**config.mk**
```make
export PLATFORM = sky130hd
export DESIGN_NAME = round_cand_sel_pipe
export DESIGN_NICKNAME = d
export VERILOG_FILES = /design/src/rtl/round_cand_sel_pipe.sv
export SDC_FILE = /design/constraint.sdc
export NUM_CORES = 1
export LEC_CHECK = 0
export CORE_MARGIN = 3
export CORE_UTILIZATION = 44
export CTS_CLUSTER_DIAMETER = 120
export CTS_CLUSTER_SIZE = 8
export DETAILED_ROUTE_END_ITERATION = 10
export HOLD_SLACK_MARGIN = 0.1
export PLACE_DENSITY = 0.91
export SYNTH_ARGS = -nofsm -noshare
export SYNTH_HDL_FRONTEND = slang
export SYNTH_SLANG_ARGS = --single-unit
```
**constraint.sdc**
```tcl
create_clock -name clk -period 2.4 [get_ports clk]
set_clock_uncertainty 0.15 [all_clocks]
set_input_delay 0.48 -clock clk [delete_from_list [all_inputs] [get_ports clk]]
set_output_delay 0.48 -clock clk [all_outputs]
set_load 0.01 [all_outputs]
```
**src/rtl/round_cand_sel_pipe.sv**
```systemverilog
// round_cand_sel_pipe
//
// Registered rounding-candidate selector for the pipelined adder.
// One of N candidates, each packed as {ovf_rnd, mant}, is picked by in_sel.
// The result is registered behind a valid/ready handshake. A 2-entry skid
// buffer lets the rounding stage stall without dropping data.
//
// The ovf_rnd flag always comes from the same candidate as the mantissa.
// Out-of-range selects fall back to candidate 0 and are flagged.
// A saturating counter tracks delivered words that carry ovf_rnd=1.
//
// Optional feature (macro RND_OVF_NORM_EN):
//   When the selected ovf_rnd=1, the mantissa is normalised before it is
//   registered, giving {1'b1, mant[MW-1:1]}. out_ovf is still reported.
//
// Ports:
//   clk          pipeline clock, rising edge
//   rst_n        asynchronous active-low reset
//   in_valid     upstream candidates/select valid
//   in_ready     stage can accept (= !skid valid)
//   in_cand      N packed candidates, k at [k*(MW+1) +: MW+1]
//   in_sel       candidate index
//   out_valid    output word valid
//   out_ready    downstream accepts
//   out_mant     selected (optionally normalised) mantissa
//   out_ovf      selected candidate's ovf_rnd bit
//   out_sel_err  word came from an out-of-range select
//   cnt_clr      synchronous clear of ovf_cnt (wins over increment)
//   ovf_cnt      saturating count of delivered words with out_ovf=1
module round_cand_sel_pipe #(
    parameter  int N     = 4,
    parameter  int MW    = 24,
    parameter  int CNT_W = 16,
    localparam int SW    = $clog2(N)
) (
    input  logic                clk,
    input  logic                rst_n,
    input  logic                in_valid,
    output logic                in_ready,
    input  logic [N*(MW+1)-1:0] in_cand,
    input  logic [SW-1:0]       in_sel,
    output logic                out_valid,
    input  logic                out_ready,
    output logic [MW-1:0]       out_mant,
    output logic                out_ovf,
    output logic                out_sel_err,
    input  logic                cnt_clr,
    output logic [CNT_W-1:0]    ovf_cnt
);

    localparam int CW = MW + 1;
    localparam int DW = MW + 2;

    logic [CW-1:0]    w_selCand;
    logic             w_selErr;
    logic [MW-1:0]    w_rawMant;
    logic [MW-1:0]    w_selMant;
    logic [DW-1:0]    w_inWord;
    logic             w_inXfer;
    logic             w_outXfer;
    logic             w_mainFree;

    logic             r_mainValid;
    logic [DW-1:0]    r_mainData;
    logic             r_skidValid;
    logic [DW-1:0]    r_skidData;
    logic [CNT_W-1:0] r_ovfCnt;

    // Walk all legal indices instead of indexing with in_sel, so a select
    // beyond N-1 (non power-of-two N) never reads past the bus and instead
    // falls back to candidate 0 with the error flag raised.
    always_comb begin
        w_selCand = in_cand[CW-1:0];
        w_selErr  = 1'b1;
        for (int k = 0; k < N; k++) begin
            if (int'(in_sel) == k) begin
                w_selCand = in_cand[k*CW +: CW];
                w_selErr  = 1'b0;
            end
        end
    end

    assign w_rawMant = w_selCand[MW-1:0];

`ifdef RND_OVF_NORM_EN
    // A rounding overflow carried into bit MW, so shift it back in as the
    // new leading one; the exponent stage still sees out_ovf=1.
    assign w_selMant = w_selCand[MW] ? {1'b1, w_rawMant[MW-1:1]} : w_rawMant;
`else
    assign w_selMant = w_rawMant;
`endif

    // Stored word layout: {sel_err, ovf, mant}.
    assign w_inWord   = {w_selErr, w_selCand[MW], w_selMant};
    assign in_ready   = !r_skidValid;
    assign w_inXfer   = in_valid && !r_skidValid;
    assign w_outXfer  = r_mainValid && out_ready;
    // Main can take a new word when it is empty or is being drained now.
    assign w_mainFree = !r_mainValid || out_ready;

    // Skid data moves up first so ordering is preserved. in_ready is low
    // whenever skid holds a word, so a refill from skid never competes
    // with a new input in the same cycle.
    always_ff @(posedge clk or negedge rst_n) begin
        if (!rst_n) begin
            r_mainValid <= 1'b0;
            r_mainData  <= '0;
            r_skidValid <= 1'b0;
            r_skidData  <= '0;
        end else if (w_mainFree) begin
            if (r_skidValid) begin
                r_mainValid <= 1'b1;
                r_mainData  <= r_skidData;
                r_skidValid <= 1'b0;
            end else if (w_inXfer) begin
                r_mainValid <= 1'b1;
                r_mainData  <= w_inWord;
            end else begin
                r_mainValid <= 1'b0;
            end
        end else if (w_inXfer) begin
            r_skidValid <= 1'b1;
            r_skidData  <= w_inWord;
        end
    end

    // Clear beats increment; the count sticks at all-ones rather than wrap.
    always_ff @(posedge clk or negedge rst_n) begin
        if (!rst_n) begin
            r_ovfCnt <= '0;
        end else if (cnt_clr) begin
            r_ovfCnt <= '0;
        end else if (w_outXfer && r_mainData[MW] && (r_ovfCnt != '1)) begin
            r_ovfCnt <= r_ovfCnt + 1'b1;
        end
    end

    assign out_valid   = r_mainValid;
    assign out_mant    = r_mainData[MW-1:0];
    assign out_ovf     = r_mainData[MW];
    assign out_sel_err = r_mainData[MW+1];
    assign ovf_cnt     = r_ovfCnt;

endmodule

```
## Word-level counts from Yosys, hierarchy flattened

Cells that the tools add are included.

- Input bits: 107
- Logic and storage cells: 39
- Register bits: 70
- Output and inout port bits: 44

- Reduce and logical (&&, ||, !) cells: 13
- Muxes and demuxes: 15
- $add $sub $neg: 1
- Bitwise gates (word level): 1
- Equality and inequality tests: 4

Operator list:

| kind | count |
|---|---|
| 2-to-1 mux 25 bit | 3 |
| 2-to-1 mux 26 bit | 2 |
| 2-to-1 mux 16 bit | 2 |
| adder 16 x 1 -> 16 bit, second input constant | 1 |
| inequality test 16 bit, second input constant | 1 |
| 2-to-1 mux 1 bit | 8 |
| nonzero test 2 bit | 3 |
| equality test 2 bit, second input constant | 2 |
| logical AND 1 bit | 4 |
| AND reduction 2 bit | 2 |
| equality test 2 x 1 -> 1 bit, second input constant | 1 |
| zero test 1 bit | 2 |
| zero test 2 bit | 1 |
| logical OR 1 bit | 1 |
| inverter 1 bit | 1 |

## Depth between registers and ports, before layout

Gate-level depths: netlist of the first run.

- Depth in word-level cells: 7
- Depth in mapped cells: 6
- Gate-level depth less buffers: 5

## Least setup slack after synthesis of the first run

OpenSTA, ideal clock, no wires.

- Kind: register to register
- From: register r_ovfCnt[0] (netlist: ovf_cnt[0])
- To: register r_ovfCnt[14] (netlist: ovf_cnt[14])
- Slack: 0.188 ns
- Clock period less this slack: 2.212 ns
- Setup time: 0.125 ns
- Stages on the path, launching flop included: 7
- Arrival: 1.937 ns
- Required time: 2.125 ns
- Buffers on the path: 1
- Path through: dfrtp_1 > ha_1 > nand3_1 > or3_1 > clkbuf_1 > nor4b_1 > mux2_2

- Word-level cells in the longest chain between the ends: 3
- Elaborated cells on any way between the ends: 6
- Those cells by class: add/sub (1); eq/ne (1); mux (2); reduce/logical (2)

Ends and longest elaborated chain:

| element | line | RTL |
|---|---|---|
| start, declared | 67 | `logic [CNT_W-1:0] r_ovfCnt;` |
| start signal, assigned | 134 | `r_ovfCnt <= r_ovfCnt + 1'b1;` |
| adder 16 x 1 -> 16 bit or inequality test 16 bit (tied branches) | 134, 133 |  |
| 2-to-1 mux 16 bit or logical AND 1 bit (tied branches) | 133 | `end else if (w_outXfer && r_mainData[MW] && (r_ovfCnt != '1)) begin` |
| 2-to-1 mux 16 bit or nonzero test 2 bit (tied branches) | -- |  |

Several ways; a longest one is shown, not always the timed one. The select of a mux whose other input is x is not followed.
A chain may end at the register's enable or synchronous reset.

## Worst setup path in the final report of the first run

- From: register r_ovfCnt[1] (netlist: ovf_cnt[1])
- To: register r_ovfCnt[14] (netlist: ovf_cnt[14])

The elaborated chain is that of the path after synthesis.

==> parameters.txt, run 1 <==
Parameter                              Value

Cells and area
  Final std cell area, no fill    5619 um2
  Most common cell after layout, fill and taps aside    clkdlybuf4s50_1
  Filler instances    569
  Number of nets in the finished design    567
  Share of final-layout standard cells stronger than drive strength 1    0.2004
  Area of the multi-input gates    1881 um2
  Number of standard cells in the final layout excluding fillers    566
  Register area    1752 um2
  Area Overhead vs Synth    51.72%
  Commonest non-fill, non-tap cells in the layout    clkdlybuf4s50_1, dfrtp_1, nand2_1
  Antenna cell count    0

Clocking
  Clock root buffer    clkbuf_8
  Resize count post-CTS    0
  Hold-fix buffer count after cts    0
  Number of buffers created by CTS    9
  Clock sink count    70
  Clock Tree Buf Depth    2
  Reg clk slew, reported paths    0.08 ns
  H-tree level count    3
  Clock latency on the worst-skew pair    0.34 ns
  Post-CTS setup buffer count    0
  TritonCTS clock tree    built

Global routing
  Number of global-route vias before repair    3436
  Overall global routing resource usage    0.2145
  Global-route wire length before repair    16.55 mm
  Antenna violations before repair    0
  Overflow left after global routing    0
  Largest net degree at the start of global routing    71

Detailed routing
  Routed via count    3173
  Number of routed nets with antenna violations    0
  Pre-Repair DR Iteration Count    4
  Wirelength per Cell    17.70 um
  Final Routed Wirelength    10.02 mm
  Number of design rule violations left after detail routing    0
  Mean number of vias per cell    5.606
  First DRT Iteration DRCs    114

Placement
  Worst-case setup slack after placement    -0.09445 ns
  Count of input and output buffers    150
  Cells after DPL    550
  Gpl congestion    0.7899
  Post-DP HPWL    7.599 mm
  Instance area at placement    5420 um2

Yosys
  Post-Syn Instances    303
  Count of cell types in the netlist    39
  Synth Net Count    411
  Warning count from the yosys run    0
  Most instantiated flip-flop cell in the synthesis netlist    dfrtp_1
  Fraction of registers with async set/reset    1.000
  Average instance area after synthesis    12.22 um2
  Fraction of the yosys area taken by sequential cells    0.4730
  Number of enable-type register cells in the synthesized netlist    0
  Total of flip-flops plus latches after synthesis    70
  Mapped cell area    3704 um2

Power
  Switching part of the total    0.2769
  Power density of the placed cells    607.2 nW/um2
  Fraction of power consumed by sequential logic    0.450
  Switching pwr    0.9448 mW
  Part of the power in combinational logic    0.273
  Internal power    2.467 mW
  Clock Power Share    0.277
  Maximum vdd ir drop    0.3212 mV
  Leakage power of the design    2.298 nW
  Total power of the final layout    3.412 mW

Status
  Result of the run    finished clean

Worst setup path
  Data arrival at the endpoint of the critical path    2.26 ns
  Endpoint of the worst register-to-register path    ovf_cnt[14]
  Cell depth of the worst flop-to-flop path    5
  Required arrival time at the worst endpoint    2.48 ns
  Highest net fanout along the worst path    5
  Largest incremental delay on the critical path    0.42 ns
  Family of cells with the greatest summed delay on the critical path    simple AND/OR/NAND/NOR gates
  CP Cell Sequence    ha_1 > nand3_1 > or3_1 > nor4b_1 > mux2_2
  Crit Path Class    register to register
  Highest-delay cell along the critical path    dfrtp_1
  Startpoint class of the critical path    register
  Worst setup EP type    register
  Worst setup slack for register-to-register paths    0.21 ns
  Critical path buffers and inverters    0
  Reg2reg start    ovf_cnt[1]

Timing
  Transition at the pin with the smallest max-transition slack    0.8875 ns
  Time the final worst path needs with I/O delays and setup    2.187 ns
  Endpoints failing setup    0
  Final max-slew violation count    0
  Final Hold Viols    0
  Slack of the critical path    0.2133 ns
  Hold slack final    0.09931 ns
  Period utilisation layout    0.9111
  F_max    0.4573 GHz
  Slew Limit Headroom    0.4084
  Setup repair after global routing missed its margin    no

Flow run
  Count of maximum capacitance violations    0

Floorplan
  Total die area    9554 um2
  Die Y-Extent    97.75 um
  Area of the core region    7928 um2
  Die span in x    97.75 um
  Number of cell rows    32
  Count of pins on the block boundary    151
  Initial Utilization    0.4672

Worst hold path
  Hold WC Path Type    input port to async pin
## cell type report
type,count,area share
Timing Repair Buffer,164,0.2935
Clock buffer,9,0.02204
Sequential cell,70,0.3117
Clock inverter,7,0.01336
Tap cell,102,0.02271
Multi-Input combinational cell,211,0.3347
Inverter,3,0.002004
## registers in the layout (all words and copies together) (netlist names)
signal and count:
r_skidData 26, r_skidValid 1, r_mainData 26, out_valid 1, ovf_cnt 16
## cells in the mapped netlist (5+ instances only)
master    count  area, um2
dfrtp_1      70       1752
nand2_1      30      112.6
o21ai_0      29      145.1
mux2_2       27      304.0
mux2i_1      26      260.3
mux4_2       25      563.0
clkbuf_1     11      41.29
a21oi_1      10      50.05
nor2_1       10      37.54
nand3_1       8      40.04
buf_2         5      25.02
## how the worst max path moves through the flow
stage / from / endpoint / slack [ns] / depth (start not counted)
2_1_floorplan: ovf_cnt[0] / ovf_cnt[14] / 0.19 / 6
3_3_place_gp: out_ready / ovf_cnt[9] / -0.02 / 5
3_5_place_dp: out_ready / ovf_cnt[11] / -0.09 / 5
4_1_cts: ovf_cnt[1] / ovf_cnt[14] / 0.21 / 5
5_1_grt: ovf_cnt[1] / ovf_cnt[14] / 0.11 / 5
6_report: ovf_cnt[1] / ovf_cnt[14] / 0.21 / 5
## cells by family after synthesis
logic type | synth area share
multiplexers | 0.3044
AO/OA/AOI/OAI | 0.07906
AND/OR/NAND/NOR | 0.1162
adder cells (fa/ha/maj) | 0.003378
flip-flops | 0.4730
buffers and inverters | 0.02399
## power groups by stage
stage / clock (mW) / sequential (mW) / combinational (mW)
2_1_floorplan: 0 / 1.57 / 0.385
3_3_place_gp: 0 / 1.54 / 0.906
3_5_place_dp: 0 / 1.56 / 0.944
4_1_cts: 0.964 / 1.54 / 0.948
5_1_grt: 1.02 / 1.57 / 1.01
6_report: 0.944 / 1.54 / 0.933
## through the flow
| step | utilization | TNS, ns |
|---|---|---|
| floorplan | - | 0 |
| global placement | 0.6837 | -0.02699 |
| detailed placement | 0.6837 | -0.1854 |
| CTS | 0.7088 | 0 |
| global route | 0.7088 | 0 |
| finish | 0.7088 | 0 |
## routing by layer
layer / wire (um) / global-route usage
met5: 0 / 0
met2: 5428 / 0.3922
met4: 249 / 0.08520
met3: 588 / 0.06571
met1: 3749 / 0.2306
Note: power is estimated with default switching activity, not from simulation.
==> run 2: changes to the inputs <==
--- a/config.mk
+++ b/config.mk
@@ -12,6 +12,7 @@
 export DETAILED_ROUTE_END_ITERATION = 10
 export HOLD_SLACK_MARGIN = 0.1
 export PLACE_DENSITY = 0.91
+export SKIP_CTS_REPAIR_TIMING = 1
 export SYNTH_ARGS = -nofsm -noshare
 export SYNTH_HDL_FRONTEND = slang
 export SYNTH_SLANG_ARGS = --single-unit
==> constraint.sdc (replaced) <==
create_clock -name clk -period 2.29 [get_ports clk]
set_clock_uncertainty 0.15 [all_clocks]
set_input_delay 0.458 -clock clk [delete_from_list [all_inputs] [get_ports clk]]
set_output_delay 0.458 -clock clk [all_outputs]
set_load 0.01 [all_outputs]
==> run 2 against run 1 <==
  * Register-to-register slack lost 0.11 ns
  * Global-route usage up 0.17 points
  * Flip-flop and latch count unchanged
  * Largest cell class unchanged
  * Total power rose by 10%
  * Critical path depth unchanged
  * Non-clock buffer count grew 3
  * Setup slack lost 0.11 ns
  * Core utilization increased by 1.1 points
  * Combinational power up 6.2%
  * Largest power group unchanged
  * Die area unchanged
  * Highest routed layer unchanged
==> parameters.txt, run 2 (synthesis results as in run 1) <==
Parameter                              Value

Status
  Result of the run    finished clean

Timing
  F_max    0.4583 GHz (+0.21%)
  Slew Limit Headroom    0.5803 (+0.1719)
  Setup tns final    0 ns (unchanged)
  Transition at the pin with the smallest max-transition slack    0.6276 ns (-0.2598 ns)
  Setup repair after global routing missed its margin    no
  Time the final worst path needs with I/O delays and setup    2.182 ns (-0.004600 ns)
  Endpoints failing setup    0 (unchanged)
  Period utilisation layout    0.9529 (+0.04176)
  Final max-slew violation count    0 (unchanged)
  Hold slack final    0.3306 ns (+0.2313 ns)
  Final Hold Viols    0 (unchanged)

Global routing
  Number of global-route vias before repair    3530 (+2.7%)
  Overflow left after global routing    0 (unchanged)
  Largest net degree at the start of global routing    37 (-48%)
  Antenna violations before repair    0 (unchanged)
  Overall global routing resource usage    0.2161 (+0.001654)
  Global-route wire length before repair    16.68 mm (+0.75%)

Worst hold path
  Sink of the worst hold path    r_mainData[20]
  Depth of the worst hold-timing path    2
  Hold WC Path Type    register to register
  Launch point of the worst hold path    r_mainData[20]

Power
  Internal power    2.794 mW (+13%)
  Leakage power of the design    2.346 nW (+2.1%)
  Switching part of the total    0.2562 (-0.02072)
  Maximum vdd ir drop    0.3768 mV (+17%)
  Clock Power Share    0.307 (+0.030)
  Power density of the placed cells    658.2 nW/um2 (+8.4%)
  Fraction of power consumed by sequential logic    0.429 (-0.021)
  Part of the power in combinational logic    0.264 (-0.009)
  Switching pwr    0.9623 mW (+1.9%)

Worst setup path
  Data arrival at the endpoint of the critical path    2.25 ns (about the same)
  Endpoint of the worst register-to-register path    ovf_cnt[14]
  Worst setup EP type    register
  Largest incremental delay on the critical path    0.43 ns (about the same)
  Cell depth of the worst flop-to-flop path    5 (unchanged)
  Crit Path Class    register to register
  Highest-delay cell along the critical path    dfrtp_1
  Reg2reg start    ovf_cnt[0]
  Worst setup slack for register-to-register paths    0.11 ns (-0.11 ns)
  Critical path buffers and inverters    0 (unchanged)
  Highest net fanout along the worst path    5 (unchanged)
  Startpoint class of the critical path    register
  CP Cell Sequence    ha_2 > nand3_1 > or3_1 > nor4b_1 > mux2_2
  Required arrival time at the worst endpoint    2.36 ns (-0.12 ns)
  Family of cells with the greatest summed delay on the critical path    simple AND/OR/NAND/NOR gates

Cells and area
  Antenna cell count    0 (unchanged)
  Number of nets in the finished design    570 (+0.53%)
  Commonest non-fill, non-tap cells in the layout    clkdlybuf4s50_1, dfrtp_1, nand2_1
  Share of final-layout standard cells stronger than drive strength 1    0.2034 (+0.002995)
  Final std cell area, no fill    5707 um2 (+1.6%)
  Filler instances    544 (-4.4%)
  Number of standard cells in the final layout excluding fillers    569 (+0.53%)
  Most common cell after layout, fill and taps aside    clkdlybuf4s50_1
  Area Overhead vs Synth    54.09%

Detailed routing
  Final Routed Wirelength    9.994 mm (-0.22%)
  Number of design rule violations left after detail routing    0 (unchanged)
  Routed via count    3169 (-0.13%)
  Pre-Repair DR Iteration Count    4 (unchanged)
  Number of routed nets with antenna violations    0 (unchanged)
  Routed length on met3    648 um (+10%)
  Total met2 wirelength after detailed routing    5.420 mm (-0.15%)
  Mean number of vias per cell    5.569 (-0.65%)
  First DRT Iteration DRCs    83 (-27%)
  Wirelength per Cell    17.56 um (-0.75%)
  Top layer used by detailed routing    met4
  Wl on met1    3.683 mm (-1.8%)

Floorplan
  Count of pins on the block boundary    151 (unchanged)
  Area of the core region    7928 um2 (unchanged)
  Die span in x    97.75 um (unchanged)
  Initial Utilization    0.4672 (unchanged)
  Die Y-Extent    97.75 um (unchanged)
  Total die area    9554 um2 (unchanged)
  Number of cell rows    32 (unchanged)

Clocking
  Number of buffers created by CTS    9 (unchanged)
  TritonCTS clock tree    built
  Clock root buffer    clkbuf_8
  H-tree level count    3 (unchanged)
  Clock Tree Buf Depth    2 (unchanged)
  Clock latency on the worst-skew pair    0.33 ns (about the same)
  Clock sink count    70 (unchanged)
  Reg clk slew, reported paths    0.07 ns (about the same)

Placement
  Post-DP HPWL    7.657 mm (+0.77%)
  Cells after DPL    552 (+0.36%)
  Gpl congestion    0.7974 (+0.95%)
  Instance area at placement    5460 um2 (+0.74%)
  Count of input and output buffers    150 (unchanged)

Flow run
  Count of maximum capacitance violations    0 (unchanged)
==> run 2: cell count changes in the layout (fill, tap and decap cells not counted) <==
cell	delta
buf_12	+2
ha_1	-1
clkbuf_1	+1
clkinv_4	-2
ha_2	+1
bufinv_16	+1
clkbuf_8	+3
dlygate4sd3_1	+1
clkinvlp_4	-3
==> run 2: cell type report <==
| class | count | area (um2) | share of cell area |
|---|---|---|---|
| clock buffer | 13 | 168.9 | 0.02960 |
| tap | 102 | 127.6 | 0.02236 |
| multi-input combinational | 211 | 1883 | 0.3300 |
| sequential | 70 | 1752 | 0.3070 |
| clock inverter | 3 | 65.06 | 0.01140 |
| timing repair buffer | 167 | 1699 | 0.2977 |
| inverter | 3 | 11.26 | 0.001973 |
==> run 2: metrics by stage <==
stage                     total power [mW]    util  worst slack, ns
after detailed placement             2.632  0.6888          -0.1499
after global placement               2.570  0.6888          -0.1008
after floorplan                      2.046       -          0.07832
final                                3.756  0.7199           0.1079
after global routing                 3.935  0.7199         0.001665
after CTS                            3.792  0.7183          0.09569
==> run 2: power groups by stage <==
stage	logic [mW]	clock network, mW	registers, mW
after floorplan	0.403	0	1.64
after global placement	0.958	0	1.61
after detailed placement	1.00	0	1.63
after CTS	1.01	1.18	1.61
after global routing	1.07	1.23	1.64
final	0.991	1.15	1.61
==> run 2: worst min-delay path: stages, from the launching register on <==
cell     delay, ns
dfrtp_1       0.34
nand2_1       0.04
o21ai_0       0.06
==> run 2: worst max path at each step <==
stage	startpoint	to	slack, ns	cells after the start
after floorplan	ovf_cnt[0]	ovf_cnt[14]	0.08	6
after global placement	out_ready	ovf_cnt[9]	-0.10	5
after detailed placement	out_ready	ovf_cnt[11]	-0.15	5
after CTS	ovf_cnt[0]	ovf_cnt[14]	0.1	5
after global routing	ovf_cnt[0]	ovf_cnt[14]	0.002	5
final	ovf_cnt[0]	ovf_cnt[14]	0.11	5
==> run 2: routing by layer <==
layer,track usage,vias up
li1,-,1459
met1,0.2418,1560
met2,0.3969,126
met3,0.04571,24
met4,0.09159,0
met5,0,-
==> run 3: changes to the inputs <==
--- a/config.mk
+++ b/config.mk
@@ -5,11 +5,13 @@
 export SDC_FILE = /design/constraint.sdc
 export NUM_CORES = 1
 export LEC_CHECK = 0
+export CAP_MARGIN = 20
 export CORE_MARGIN = 3
 export CORE_UTILIZATION = 44
 export CTS_CLUSTER_DIAMETER = 120
 export CTS_CLUSTER_SIZE = 8
 export DETAILED_ROUTE_END_ITERATION = 10
+export GPL_TIMING_DRIVEN = 0
 export HOLD_SLACK_MARGIN = 0.1
 export PLACE_DENSITY = 0.91
 export SKIP_CTS_REPAIR_TIMING = 1
==> run 3 against run 2 <==
  * The run now ends with negative setup slack left
  * Critical path depth down 2
  * Combinational power is 0.4% lower
  * Final cell count increased by 0.53%
  * Count of clock-buffer cells in the layout is 2 lower
  * Worst hold slack got worse by 0.27 ns
  * Via count rose by 3.7%
  * Clock power increased by 6%
  * Setup slack got worse by 0.16 ns
==> parameters.txt, run 3 (synthesis results as in run 1) <==
Parameter                              Value

Timing
  Slack of the critical path    -0.05345 ns (-0.1613 ns)
  Final max-slew violation count    0 (unchanged)
  F_max    0.4267 GHz (-6.9%)
  Period utilisation layout    1.023 (+0.07044)
  Endpoints failing setup    1 (+1)
  Hold slack final    0.05882 ns (-0.2718 ns)
  Time the final worst path needs with I/O delays and setup    2.343 ns (+0.1613 ns)
  Transition at the pin with the smallest max-transition slack    0.8578 ns (+0.2302 ns)
  Setup repair after global routing missed its margin    yes
  Final Hold Viols    0 (unchanged)
  Slew Limit Headroom    0.4281 (-0.1521)

Floorplan
  Initial Utilization    0.4672 (unchanged)
  Area of the core region    7928 um2 (unchanged)
  Die span in x    97.75 um (unchanged)
  Count of pins on the block boundary    151 (unchanged)
  Die Y-Extent    97.75 um (unchanged)
  Number of cell rows    32 (unchanged)
  Total die area    9554 um2 (unchanged)

Clocking
  Number of buffers created by CTS    9 (unchanged)
  Reg clk slew, reported paths    0.08 ns (about the same)
  Clock root buffer    clkbuf_8
  Clock Tree Buf Depth    2 (unchanged)
  H-tree level count    3 (unchanged)
  Clock sink count    70 (unchanged)
  TritonCTS clock tree    built
  Clock latency on the worst-skew pair    0.35 ns (+0.02 ns)

Worst setup path
  Worst setup EP type    primary output
  Reg2reg start    ovf_cnt[1]
  Startpoint class of the critical path    register
  Data arrival at the endpoint of the critical path    1.74 ns (-0.51 ns)
  Worst setup slack for register-to-register paths    0.09 ns (-0.02 ns)
  Crit Path Class    register to primary output
  Endpoint of the worst register-to-register path    ovf_cnt[14]
  Cell depth of the worst flop-to-flop path    5 (unchanged)
  Required arrival time at the worst endpoint    1.68 ns (-0.68 ns)
  Highest net fanout along the worst path    10 (+5)

Cells and area
  Most common cell after layout, fill and taps aside    clkdlybuf4s50_1
  Commonest non-fill, non-tap cells in the layout    clkdlybuf4s50_1, dfrtp_1, nand2_1
  Share of final-layout standard cells stronger than drive strength 1    0.1957 (-0.007681)
  Area Overhead vs Synth    52.16%
  Filler instances    545 (+0.18%)
  Number of nets in the finished design    573 (+0.53%)
  Final std cell area, no fill    5635 um2 (-1.2%)
  Antenna cell count    0 (unchanged)

Global routing
  Met3 Usage GRT    0.05357 (+0.007857)
  Overall global routing resource usage    0.2217 (+0.005602)
  Global-route wire length before repair    17.17 mm (+3.0%)
  Busiest metal layer after global routing    met2
  Number of global-route vias before repair    3575 (+1.3%)
  Antenna violations before repair    0 (unchanged)
  Largest net degree at the start of global routing    71 (+92%)
  Overflow left after global routing    0 (unchanged)
  Global routing usage on met1    0.2506 (+0.008786)
  Met2 Track Usage GR    0.4059 (+0.008962)

Detailed routing
  Number of design rule violations left after detail routing    0 (unchanged)
  Final Routed Wirelength    10.61 mm (+6.2%)
  Number of routed nets with antenna violations    0 (unchanged)
  Routed via count    3287 (+3.7%)
  Pre-Repair DR Iteration Count    4 (unchanged)
  Mean number of vias per cell    5.747 (+3.2%)
  Wirelength per Cell    18.55 um (+5.6%)
  First DRT Iteration DRCs    150 (+81%)

Power
  Maximum vdd ir drop    0.4249 mV (+13%)
  Leakage power of the design    2.327 nW (-0.81%)
  Total power of the final layout    3.816 mW (+1.6%)
  Power density of the placed cells    677.1 nW/um2 (+2.9%)

Status
  Failing checks    negative setup slack
  Result of the run    finished with violations

Placement
  Gpl congestion    0.7999 (+0.31%)
  Count of input and output buffers    147 (-2.0%)
  Instance area at placement    5300 um2 (-2.9%)
  Post-DP HPWL    7.821 mm (+2.1%)

Worst hold path
  Hold WC Path Type    input port to async pin

Flow run
  Count of maximum capacitance violations    0 (unchanged)
run 3: worst max path at each step:
stage,startpoint,end,slack [ns],cells after the start
floorplan,ovf_cnt[0],ovf_cnt[14],0.08,6
global placement,rst_n,r_skidData[10],-1.67,1
detailed placement,out_ready,r_skidData[23],-0.56,5
CTS,r_skidValid,in_ready,-0.62,3
global route,r_skidValid,in_ready,-0.10,3
finish,r_skidValid,in_ready,-0.05,3
run 3: per-layer routing:
layer,vias to the layer above,part of all wire
met5,-,0
met4,0,0.025
met3,29,0.065
met2,141,0.55
met1,1646,0.36
li1,1471,-
run 3: metrics by stage:
stage               instances  setup slack [ns]    util  setup TNS [ns]
global placement          552            -1.674  0.6689         -128.46
CTS                       568           -0.6225  0.6987          -4.434
detailed placement        552           -0.5624  0.6686          -14.21
global route              572           -0.1044  0.7109         -0.1044
finish                    572          -0.05345  0.7109        -0.05345
floorplan                 303           0.07832       -               0
run 3: final cells by class:
| type | instances | area, um2 | area share |
|---|---|---|---|
| flip-flops and latches | 70 | 1753 | 0.3111 |
| plain buffers | 18 | 85.08 | 0.01510 |
| well taps | 102 | 127.6 | 0.02265 |
| repair buffers | 152 | 1521 | 0.2700 |
| clock buffers | 11 | 131.4 | 0.02331 |
| inverters | 3 | 13.76 | 0.002442 |
| multi-input cells | 211 | 1896 | 0.3364 |
| clock inverters | 5 | 107.6 | 0.01909 |
run 3: worst max-delay path, stage by stage, from the launching register on:
cell and delay [ns]:
dfrtp_2 0.47, inv_4 0.15, buf_6 0.20, clkdlybuf4s50_1 0.57
run 3: where the power goes:
group	switching, mW	total (mW)	internal, mW
clock	0.489	1.22	0.729
sequential	0.142	1.61	1.47
combinational	0.381	0.987	0.605
total	1.01	3.82	2.80
